===== src/rtl/load_store_unit.sv =====
// load_store_unit: computes the effective address, checks alignment, runs one
// enable/ready handshake on the memory controller and returns extended load data.
module load_store_unit #(
  parameter int unsigned ADDR_W  = 24,
  parameter int unsigned TIMEOUT = 15
) (
  input  logic              clk,
  input  logic              rst_n,
  input  logic              start,
  input  logic              is_store,
  input  logic [2:0]        funct3,
  input  logic [31:0]       base,
  input  logic [31:0]       offset,
  input  logic [31:0]       store_data,
  output logic              busy,
  output logic              done,
  output logic              err,
  output logic [31:0]       load_data,
  output logic [ADDR_W-1:0] mem_addr,
  output logic              mem_we,
  output logic [31:0]       mem_wdata,
  output logic              mem_enable,
  output logic [1:0]        mem_mode,
  input  logic [31:0]       mem_rdata,
  input  logic              mem_op_r
);

  localparam int unsigned WdogW = $clog2(TIMEOUT + 1);

  typedef enum logic [1:0] {StIdle, StIssue, StWait, StDone} state_e;

  state_e            state_q, state_d;
  logic [WdogW-1:0]  wdog_q, wdog_d, wdog_inc;
  logic              busy_q, busy_d, done_q, done_d, err_q, err_d, en_q, en_d;
  logic [31:0]       load_data_q, load_data_d, mem_wdata_q, mem_wdata_d;
  logic [ADDR_W-1:0] mem_addr_q, mem_addr_d;
  logic              mem_we_q, mem_we_d;
  logic [1:0]        mem_mode_q, mem_mode_d, mode_req;
  logic [2:0]        funct3_q, funct3_d;
  logic [ADDR_W-1:0] ea;
  logic              req_bad, timeout_hit;

  // Only the forwarded address bits matter; mod 2^32 wrap leaves them unchanged.
  assign ea          = ADDR_W'(base + offset);
  assign wdog_inc    = wdog_q + WdogW'(1);
  assign timeout_hit = (wdog_inc == WdogW'(TIMEOUT));

  // Request legality: unknown width codes, unsigned stores and misalignment.
  always_comb begin
    req_bad = 1'b0;
    case (funct3)
      3'b000:  req_bad = 1'b0;
      3'b001:  req_bad = ea[0];
      3'b010:  req_bad = (ea[1:0] != 2'b00);
      3'b100:  req_bad = is_store;
      3'b101:  req_bad = is_store | ea[0];
      default: req_bad = 1'b1;
    endcase
  end

  // Controller mode encoding from the width code.
  always_comb begin
    case (funct3[1:0])
      2'b00:   mode_req = 2'b01;
      2'b01:   mode_req = 2'b10;
      default: mode_req = 2'b00;
    endcase
  end

  function automatic logic [31:0] extend(input logic [2:0] f3, input logic [31:0] rd);
    case (f3)
      3'b000:  extend = {{24{rd[7]}}, rd[7:0]};
      3'b001:  extend = {{16{rd[15]}}, rd[15:0]};
      3'b100:  extend = {24'b0, rd[7:0]};
      3'b101:  extend = {16'b0, rd[15:0]};
      default: extend = rd;
    endcase
  endfunction

  // State and watchdog register.
  always_ff @(posedge clk or negedge rst_n) begin
    if (!rst_n) begin
      state_q <= StIdle;
      wdog_q  <= '0;
    end else begin
      state_q <= state_d;
      wdog_q  <= wdog_d;
    end
  end

  // Next-state logic; a ready strobe beats the watchdog on the same cycle.
  always_comb begin
    state_d = state_q;
    wdog_d  = wdog_q;
    unique case (state_q)
      StIdle: begin
        if (start) state_d = req_bad ? StDone : StIssue;
      end
      StIssue: begin
        state_d = StWait;
        wdog_d  = '0;
      end
      StWait: begin
        if (mem_op_r) begin
          state_d = StDone;
        end else begin
          wdog_d = wdog_inc;
          if (timeout_hit) state_d = StDone;
        end
      end
      StDone: state_d = StIdle;
    endcase
  end

  // Output and datapath next values, registered so every output comes from a flop.
  always_comb begin
    busy_d      = (state_d != StIdle);
    done_d      = (state_d == StDone);
    en_d        = (state_d == StIssue);
    err_d       = 1'b0;
    load_data_d = load_data_q;
    mem_addr_d  = mem_addr_q;
    mem_we_d    = mem_we_q;
    mem_wdata_d = mem_wdata_q;
    mem_mode_d  = mem_mode_q;
    funct3_d    = funct3_q;
    if (state_q == StIdle && start) begin
      err_d       = req_bad;
      mem_addr_d  = ea;
      mem_we_d    = is_store;
      mem_wdata_d = store_data;
      mem_mode_d  = mode_req;
      funct3_d    = funct3;
    end
    if (state_q == StWait) begin
      if (mem_op_r) begin
        if (!mem_we_q) load_data_d = extend(funct3_q, mem_rdata);
      end else begin
        err_d = timeout_hit;
      end
    end
  end

  // Output and request registers.
  always_ff @(posedge clk or negedge rst_n) begin
    if (!rst_n) begin
      busy_q      <= 1'b0;
      done_q      <= 1'b0;
      err_q       <= 1'b0;
      en_q        <= 1'b0;
      load_data_q <= '0;
      mem_addr_q  <= '0;
      mem_we_q    <= 1'b0;
      mem_wdata_q <= '0;
      mem_mode_q  <= '0;
      funct3_q    <= '0;
    end else begin
      busy_q      <= busy_d;
      done_q      <= done_d;
      err_q       <= err_d;
      en_q        <= en_d;
      load_data_q <= load_data_d;
      mem_addr_q  <= mem_addr_d;
      mem_we_q    <= mem_we_d;
      mem_wdata_q <= mem_wdata_d;
      mem_mode_q  <= mem_mode_d;
      funct3_q    <= funct3_d;
    end
  end

  assign busy       = busy_q;
  assign done       = done_q;
  assign err        = err_q;
  assign mem_enable = en_q;
  assign load_data  = load_data_q;
  assign mem_addr   = mem_addr_q;
  assign mem_we     = mem_we_q;
  assign mem_wdata  = mem_wdata_q;
  assign mem_mode   = mem_mode_q;

endmodule

===== config.mk =====
export PLATFORM = sky130hd
export DESIGN_NAME = load_store_unit
export DESIGN_NICKNAME = d
export VERILOG_FILES = /design/src/rtl/load_store_unit.sv
export SDC_FILE = /design/constraint.sdc
export NUM_CORES = 1
export LEC_CHECK = 0
export ABC_AREA = 0
export ABC_CLOCK_PERIOD_IN_PS = 2400
export BUFFER_PORTS_ARGS = -buffer_cell sky130_fd_sc_hd__buf_2
export CORE_MARGIN = 1
export CORE_UTILIZATION = 48
export DETAILED_ROUTE_END_ITERATION = 6
export PLACE_DENSITY = 0.83
export SYNTH_ARGS = -nofsm -noshare
export SYNTH_HDL_FRONTEND = slang
export SYNTH_SLANG_ARGS = --single-unit

===== constraint.sdc =====
create_clock -name clk -period 2.4 [get_ports clk]
set_clock_uncertainty 0.1 [all_clocks]
set_input_delay 0.48 -clock clk [delete_from_list [all_inputs] [get_ports clk]]
set_output_delay 0.48 -clock clk [all_outputs]
set_load 0.05 [all_outputs]

---- Word-level counts from Yosys, hierarchy flattened ----
Cells that the tools add are included.
word-level totals
  bits in registers ....................... 104
  bits of input ports ..................... 136
  output and inout port bits .............. 95
  word-level logic and storage cells ...... 54
operators by class
  eq/ne operators ......................... 15
  add/sub/neg operators ................... 2
  mux-type cells .......................... 13
  reduce and logical (&&, ||, !) cells .... 10
  bitwise gates (word level) .............. 2
operator list
  kind                                                                    count
  32-bit case mux with 4 select lines                                     1
  24-bit adder                                                            1
  3-bit equality test (second input constant)                             4
  2-bit 2-to-1 mux                                                        4
  2-bit case mux with 4 select lines                                      1
  4-bit case mux with 2 select lines                                      1
  2-bit by 1-bit equality test with 1-bit output (second input constant)  3
  2-bit equality test (second input constant)                             3
  3-bit by 1-bit equality test with 1-bit output (second input constant)  2
  3-bit zero test                                                         2
  2-bit nonzero test                                                      3
  1-bit case mux with 5 select lines                                      1
  4-bit by 1-bit adder with 4-bit output (second input constant)          1
  4-bit equality test (second input constant)                             1
  2-bit zero test                                                         2
  4-bit 2-to-1 mux                                                        1
  2-bit case mux with 2 select lines                                      1
  3-bit by 2-bit equality test with 1-bit output (second input constant)  1
  1-bit 2-to-1 mux                                                        3
  3-bit AND reduction                                                     1
  2-bit inequality test (second input constant)                           1
  2-bit AND reduction                                                     1
  1-bit logical AND                                                       1
  1-bit inverter                                                          1
  1-bit bitwise OR                                                        1

---- Depth between registers and ports, before layout ----
Gate-level depths: netlist of run 1.
  depth in word-level cells ............... 7
  gate-level depth with buffers ........... 8
  mapped depth without buffers ............ 8

---- Worst setup path before layout of run 1 ----
OpenSTA, ideal clock, no wires.
  path type ............................... input to register
  start point ............................. input offset[0]
  end point ............................... register mem_addr_q[20] (netlist: mem_addr[20])
  data arrival time ....................... 2.033 ns
  setup time .............................. 0.139 ns
  path slack .............................. 0.128 ns
  stages .................................. 8
  buffers on the path ..................... 0
  required time ........................... 2.161 ns
  cell sequence ........................... ha_1 > fa_1 > a21o_1 > a31o_1 > nand3_1 > a211oi_1 > o41ai_1 > nand3_1
on the way
  cells in the longest elaborated chain, start to end .. 1
ends and longest elaborated chain
  item                    line  text
  start: declaration      13    input logic [31:0] offset,
  24-bit adder            44    assign ea = ADDR_W'(base + offset);
  end signal: assignment  163   mem_addr_q <= mem_addr_d;
  end: declaration        36    logic [ADDR_W-1:0] mem_addr_q, mem_addr_d;
No other way between the ends.
A chain may end at the register's enable or synchronous reset.

---- Worst setup path after layout of run 1 ----
Ends and elaborated chain as after synthesis.

==> flow_summary.yaml, run 1 <==
run_status:
  status: "complete, no violations"
drt:
  drcViolationCount: 0
  ant_nets: 0
  drt_pass1_iterations: 4
  vias: 5120
  avgViaCountPerCell: 5.20
  post_drt_wl_per_cell_um: 14.3
  drtIter0Drc: 294
  wirelength_um: 14000
synth:
  synthAdderAreaFrac_pct: 7.04
  synth-seq-cells: 104
  synth_edf_count: 0
  synth_cell_types: 56
  synth_top_family_by_area: "simple AND/OR/NAND/NOR gates"
  synthSimpleGateAreaFrac_pct: 20.5
  synthesis.nets: 776
  synth_top_flop_cell: "dfrtp_1"
  syn_area_per_cell_um2: 8.91
  synth_compound_area_share_pct: 16.8
  synth_warnings: 0
  yosysSeqAreaShare_pct: 47.9
  synth_async_sr_flop_share_pct: 100
  synth-xor-area-share_pct: 2.42
  muxShareOfSynthArea_pct: 2.39
  synth_cells: 610
  synthesis.area_mm2: 0.00544
critical_path:
  crit_type: "in2reg"
  start_kind: "input pin"
  crit_path_max_incr_delay_ps: 390
  slowest_stage: "fa_1"
  cp_max_fo: 5
  endpoint_kind: "register"
  cp_common_cell: "nand3_1"
  path_buf_inv: 1
  crit_arrival_ps: 2350
  worstPathCellList: "buf_2 -> ha_1 -> fa_1 -> a21o_1 -> a31o_1 -> nand3_1 -> a211oi_1 -> o41ai_1 -> nand3_1"
  crit_required_ps: 2510
  cpLargestDelayFamily: "compound AO/OA/AOI/OAI gates"
pwr:
  p_per_area_mw_per_mm2: 1420
  p_switching_mw: 5.38
  p_int_mw: 4.71
  p_leak_nw: 3.71
  combPwrFrac_pct: 56.0
  irDropWorstVdd_v: 0.000899
  switching_share_pct: 53.3
  p_total_mw: 10.1
  clockPowerShare_pct: 14.2
  pwr-share-seq_pct: 29.8
floorplan:
  dieArea_mm2: 0.0118
  rows: 38
  die_h_um: 108
  num_io_pins: 231
  start_util_pct: 49.7
  fp.coreArea_mm2: 0.0109
  die_w_um: 108
finish:
  multi_input_comb_area_mm2: 0.00268
  drive_gt1_share_pct: 33.6
  fill_cells: 936
  num-nets-final: 1005
  antennaDiodeCount: 0
  area_growth_pct: 31.1
  utilization_pct: 65.2
  register_area_mm2: 0.00260
grt:
  grt_max_degree: 52
  grtUsageMet1_pct: 30.5
  gr-usage-all-layers_pct: 24.0
  overflow: 0
  grt_pass1_wl_um: 22200
  antenna_found_initial: 1
  grt_use_met3_pct: 4.52
  grt_pass1_vias: 4798
  use_met2_pct: 41.4
  top_usage_layer: "met2"
timing:
  finalSetupViolCount: 0
  timing.max_slew.rel_slack_pct: 59.9
  holdWs_ps: 33.7
  report.final.slew_viol_count: 0
  period_share_pct: 93.3
  fin_crit_ps: 2240
  hold_viol_final: 0
  rsz0062_at_grt: "no"
  fmax_mhz: 447
  tightest_slew_ps: 602
placement:
  io_buffers: 214
  place.gp.congestion: 0.899
  hpwl_um: 10800
clock_network:
  cts_setup_buffers: 0
  clk_pin_slew_ps: 80
  ctsResizeCount: 0
  cts-root-buf: "clkbuf_16"
  cts_tree: "done"
  max-clock-path-buffers: 2
  holdBufCountCts: 0
  cts.sinks: 104
  htree_levels: 3
  clk_latency_ps: 340
  cts_buffers: 9
hold_path:
  hold_path.class: "in2async"
run:
  maxCapViolCount: 0
==> state kept, by name (all words and copies together) (netlist names) <==
register    cells
mem_we          1
mem_mode        2
state_q         2
busy            1
done            1
mem_addr       24
load_data      32
mem_enable      1
wdog_q          4
err             1
funct3_q        3
mem_wdata      32
==> final cells by class <==
class	instances	share of cell area, %
clock inverter	6	0.877
inverter	12	0.632
sequential	104	36.5
multi-input combinational	464	37.5
timing repair buffer	248	18.8
clock buffer	10	3.21
tap	140	2.46
==> routing by layer <==
metal | vias to the layer above | part of all wire (%)
met1 | 2340 | 42
met4 | 2 | 1.2
met3 | 18 | 7.7
met2 | 210 | 49
li1 | 2550 | -
met5 | - | 0.071
==> cell usage after synthesis (all sizes together) (4+ instances only) <==
cell type  number  area share [%]
nor2           43             3.0
mux2i           4            0.74
and2            4            0.46
nand2         179              12
a21oi          42             4.1
nand3          11             1.0
o31ai           6            0.83
mux2            8             1.7
xnor2          11             1.8
nor3            9             1.0
o21ai          40             4.0
clkbuf         26             1.8
a31oi          11             1.3
xor2            4            0.64
nand4           7            0.81
o21a            7            0.97
ha             29             6.7
dfrtp         104              48
inv            12            0.83
a21o            9             1.2
==> cell families after synthesis <==
| group | count (synthesis) |
|---|---|
| flops | 104 |
| xor+xnor | 15 |
| buf+inv | 42 |
| mux | 12 |
| fa+ha+maj | 30 |
| compound gates | 140 |
| simple gates | 267 |
==> power groups by stage <==
stage | Combinational [mW] | Sequential [mW] | Clock (mW)
5_1_grt | 6.08 | 3.11 | 1.54
3_5_place_dp | 5.69 | 3.04 | 0
2_1_floorplan | 1.59 | 5.63 | 0
3_3_place_gp | 5.59 | 3.00 | 0
6_report | 5.65 | 3.01 | 1.43
4_1_cts | 5.69 | 3.01 | 1.46
==> stage by stage <==
| step | setup TNS, ps | instance area [µm²] | instances | worst slack (ps) |
|---|---|---|---|---|
| 2_1_floorplan | 0 | 5440 | 610 | 128 |
| 3_3_place_gp | -318 | 6840 | 968 | -158 |
| 3_5_place_dp | -549 | 6840 | 968 | -192 |
| 4_1_cts | 0 | 7130 | 984 | 183 |
| 5_1_grt | 0 | 7130 | 984 | 27.7 |
| 6_report | 0 | 7130 | 984 | 161 |
==> worst paths after layout <==
kind                                start             to  slack [ps]  cells after the start
setup / recovery                offset[0]   mem_addr[20]         160                      9
hold / removal                      rst_n  mem_wdata[27]          30                      1
setup reg to reg               state_q[0]  load_data[12]         280                      7
hold reg to reg             mem_wdata[16]  mem_wdata[16]         370                      2
max in group asynchronous           rst_n  mem_wdata[14]        1460                      2
min in group clk           store_data[30]  mem_wdata[30]         230                      3
==> cells in the final DEF (no fill, tap or decap), types with 8 or more instances in the layout <==
| cell type | n |
|---|---|
| mux2_2 | 8 |
| a21o_1 | 9 |
| nand3_1 | 11 |
| buf_4 | 34 |
| a21oi_1 | 39 |
| xnor2_1 | 11 |
| ha_1 | 29 |
| nor3_1 | 8 |
| o21ai_0 | 35 |
| inv_1 | 12 |
| nor2_1 | 41 |
| a31oi_1 | 11 |
| buf_2 | 213 |
| clkbuf_16 | 9 |
| nand2_1 | 178 |
| dfrtp_1 | 104 |
(Power assumes the default switching activity.)
==> inputs of run 2 (changes only) <==
- ABC_CLOCK_PERIOD_IN_PS: 2400 -> 2780
- CORE_UTILIZATION: 48 -> 52
- PLACE_DENSITY: 0.83 -> 0.89
- clock period: 2.4 -> 2.78 ns (I/O delays scaled with it)
==> run 2 against run 1 <==
Against the previous run: global-route usage increased by 1.8 points; sequential cell count unchanged; non-clock buffer count decreased by 27; critical endpoint unchanged.
==> flow_summary.yaml, run 2 (same netlist as run 1, synthesis figures left out) <==
critical_path:
  endpoint_kind: "register"
  cp_common_cell: "nand3_1"
  cp_max_fo: 5
  start_kind: "input pin"
  slowest_stage: "fa_1"
  path_buf_inv: 1
  cpLargestDelayFamily: "compound AO/OA/AOI/OAI gates"
  crit_arrival_ps: 2520
  worstPathCellList: "buf_2 -> ha_1 -> fa_1 -> a21o_1 -> a31o_1 -> nand3_1 -> a211oi_1 -> o41ai_1 -> nand3_1"
  rrSetupSlack_ps: 710
  crit_type: "in2reg"
  crit_path_max_incr_delay_ps: 420
  crit_required_ps: 2920
finish:
  multi_input_comb_area_mm2: 0.00268
  layout_common_cells: "213 x buf_2, 178 x nand2_1, 104 x dfrtp_1"
  fill_cells: 757
  utilization_pct: 69.0
  antennaDiodeCount: 0
  final_common_cell: "buf_2"
  register_area_mm2: 0.00260
  fin_cells: 950
  num-nets-final: 978
  final_area_mm2: 0.00687
  area_growth_pct: 26.4
  drive_gt1_share_pct: 31.5
timing:
  period_share_pct: 85.4
  holdWs_ps: 50.4
  timing.max_slew.rel_slack_pct: 53.9
  tightest_slew_ps: 691
  report.final.slew_viol_count: 0
  fmax_mhz: 421
  finalSetupViolCount: 0
  fin_setup_tns_ps: 0
  hold_viol_final: 0
  rsz0062_at_grt: "no"
  fin_crit_ps: 2370
drt:
  vias: 5181
  drt_pass1_iterations: 5
  ant_nets: 0
  drtIter0Drc: 366
  post_drt_wl_per_cell_um: 14.7
  drcViolationCount: 0
  avgViaCountPerCell: 5.45
  wirelength_um: 13900
floorplan:
  dieArea_mm2: 0.0109
  num_io_pins: 231
  die_h_um: 104
  rows: 36
  die_w_um: 104
  fp.coreArea_mm2: 0.00995
  start_util_pct: 54.6
pwr:
  p_leak_nw: 3.56
  p_per_area_mw_per_mm2: 1250
  irDropWorstVdd_v: 0.000908
placement:
  placed_area_mm2: 0.00663
  place_inst: 934
  io_buffers: 214
  place.gp.congestion: 0.855
  hpwl_um: 10600
grt:
  grt_pass1_wl_um: 22700
  grt_max_degree: 69
  antenna_found_initial: 0
  overflow: 0
  grt_pass1_vias: 4964
  gr-usage-all-layers_pct: 25.8
clock_network:
  holdBufCountCts: 0
  cts-root-buf: "clkbuf_8"
  cts_setup_buffers: 0
  clk_pin_slew_ps: 100
  cts_tree: "done"
  clk_latency_ps: 360
  max-clock-path-buffers: 2
  cts_buffers: 9
  ctsResizeCount: 0
  htree_levels: 3
  cts.sinks: 104
hold_path:
  hold_path.class: "in2async"
run:
  maxCapViolCount: 0
run_status:
  status: "complete, no violations"
[run 2: stage by stage]
| step | power [mW] | setup slack, ps |
|---|---|---|
| 3_5_place_dp | 7.47 | 69.7 |
| 2_1_floorplan | 6.24 | 432 |
| 4_1_cts | 8.62 | 467 |
| 5_1_grt | 9.06 | 364 |
| 3_3_place_gp | 7.32 | 146 |
| 6_report | 8.57 | 407 |
[run 2: worst reg2reg max path, delay by kind of cell, from the launching register on]
kind	cells	cell delay, ps
buf+inv	2	500
flops	1	410
mux	1	400
fa+ha+maj	1	280
simple gates	2	270
[run 2: power breakdown]
part           internal (mW)  switching, mW
sequential              2.22          0.397
combinational           1.16           3.67
clock                  0.605          0.523
[run 2: worst paths after layout]
| path | from | depth (start not counted) | to |
|---|---|---|---|
| max in group asynchronous | rst_n | 2 | load_data[28] |
| max | offset[0] | 9 | mem_addr[20] |
| min reg2reg | mem_wdata[10] | 2 | mem_wdata[10] |
| min | rst_n | 1 | mem_wdata[26] |
| min in group clk | store_data[29] | 3 | mem_wdata[29] |
| max reg2reg | state_q[0] | 6 | load_data[1] |
[run 2: area by class of cell]
cell class	count	share of cell area, %
multi-input combinational	464	38.9
timing repair buffer	221	16.6
tap	133	2.42
clock inverter	6	1.69
sequential	104	37.9
clock buffer	10	1.86
inverter	12	0.655
[run 2: metal layers]
metal / global-route usage, % / share of wire (%)
met5: 0 / 0
met4: 6.84 / 1.0
met3: 5.14 / 5.9
met2: 46.5 / 51
met1: 31.3 / 42
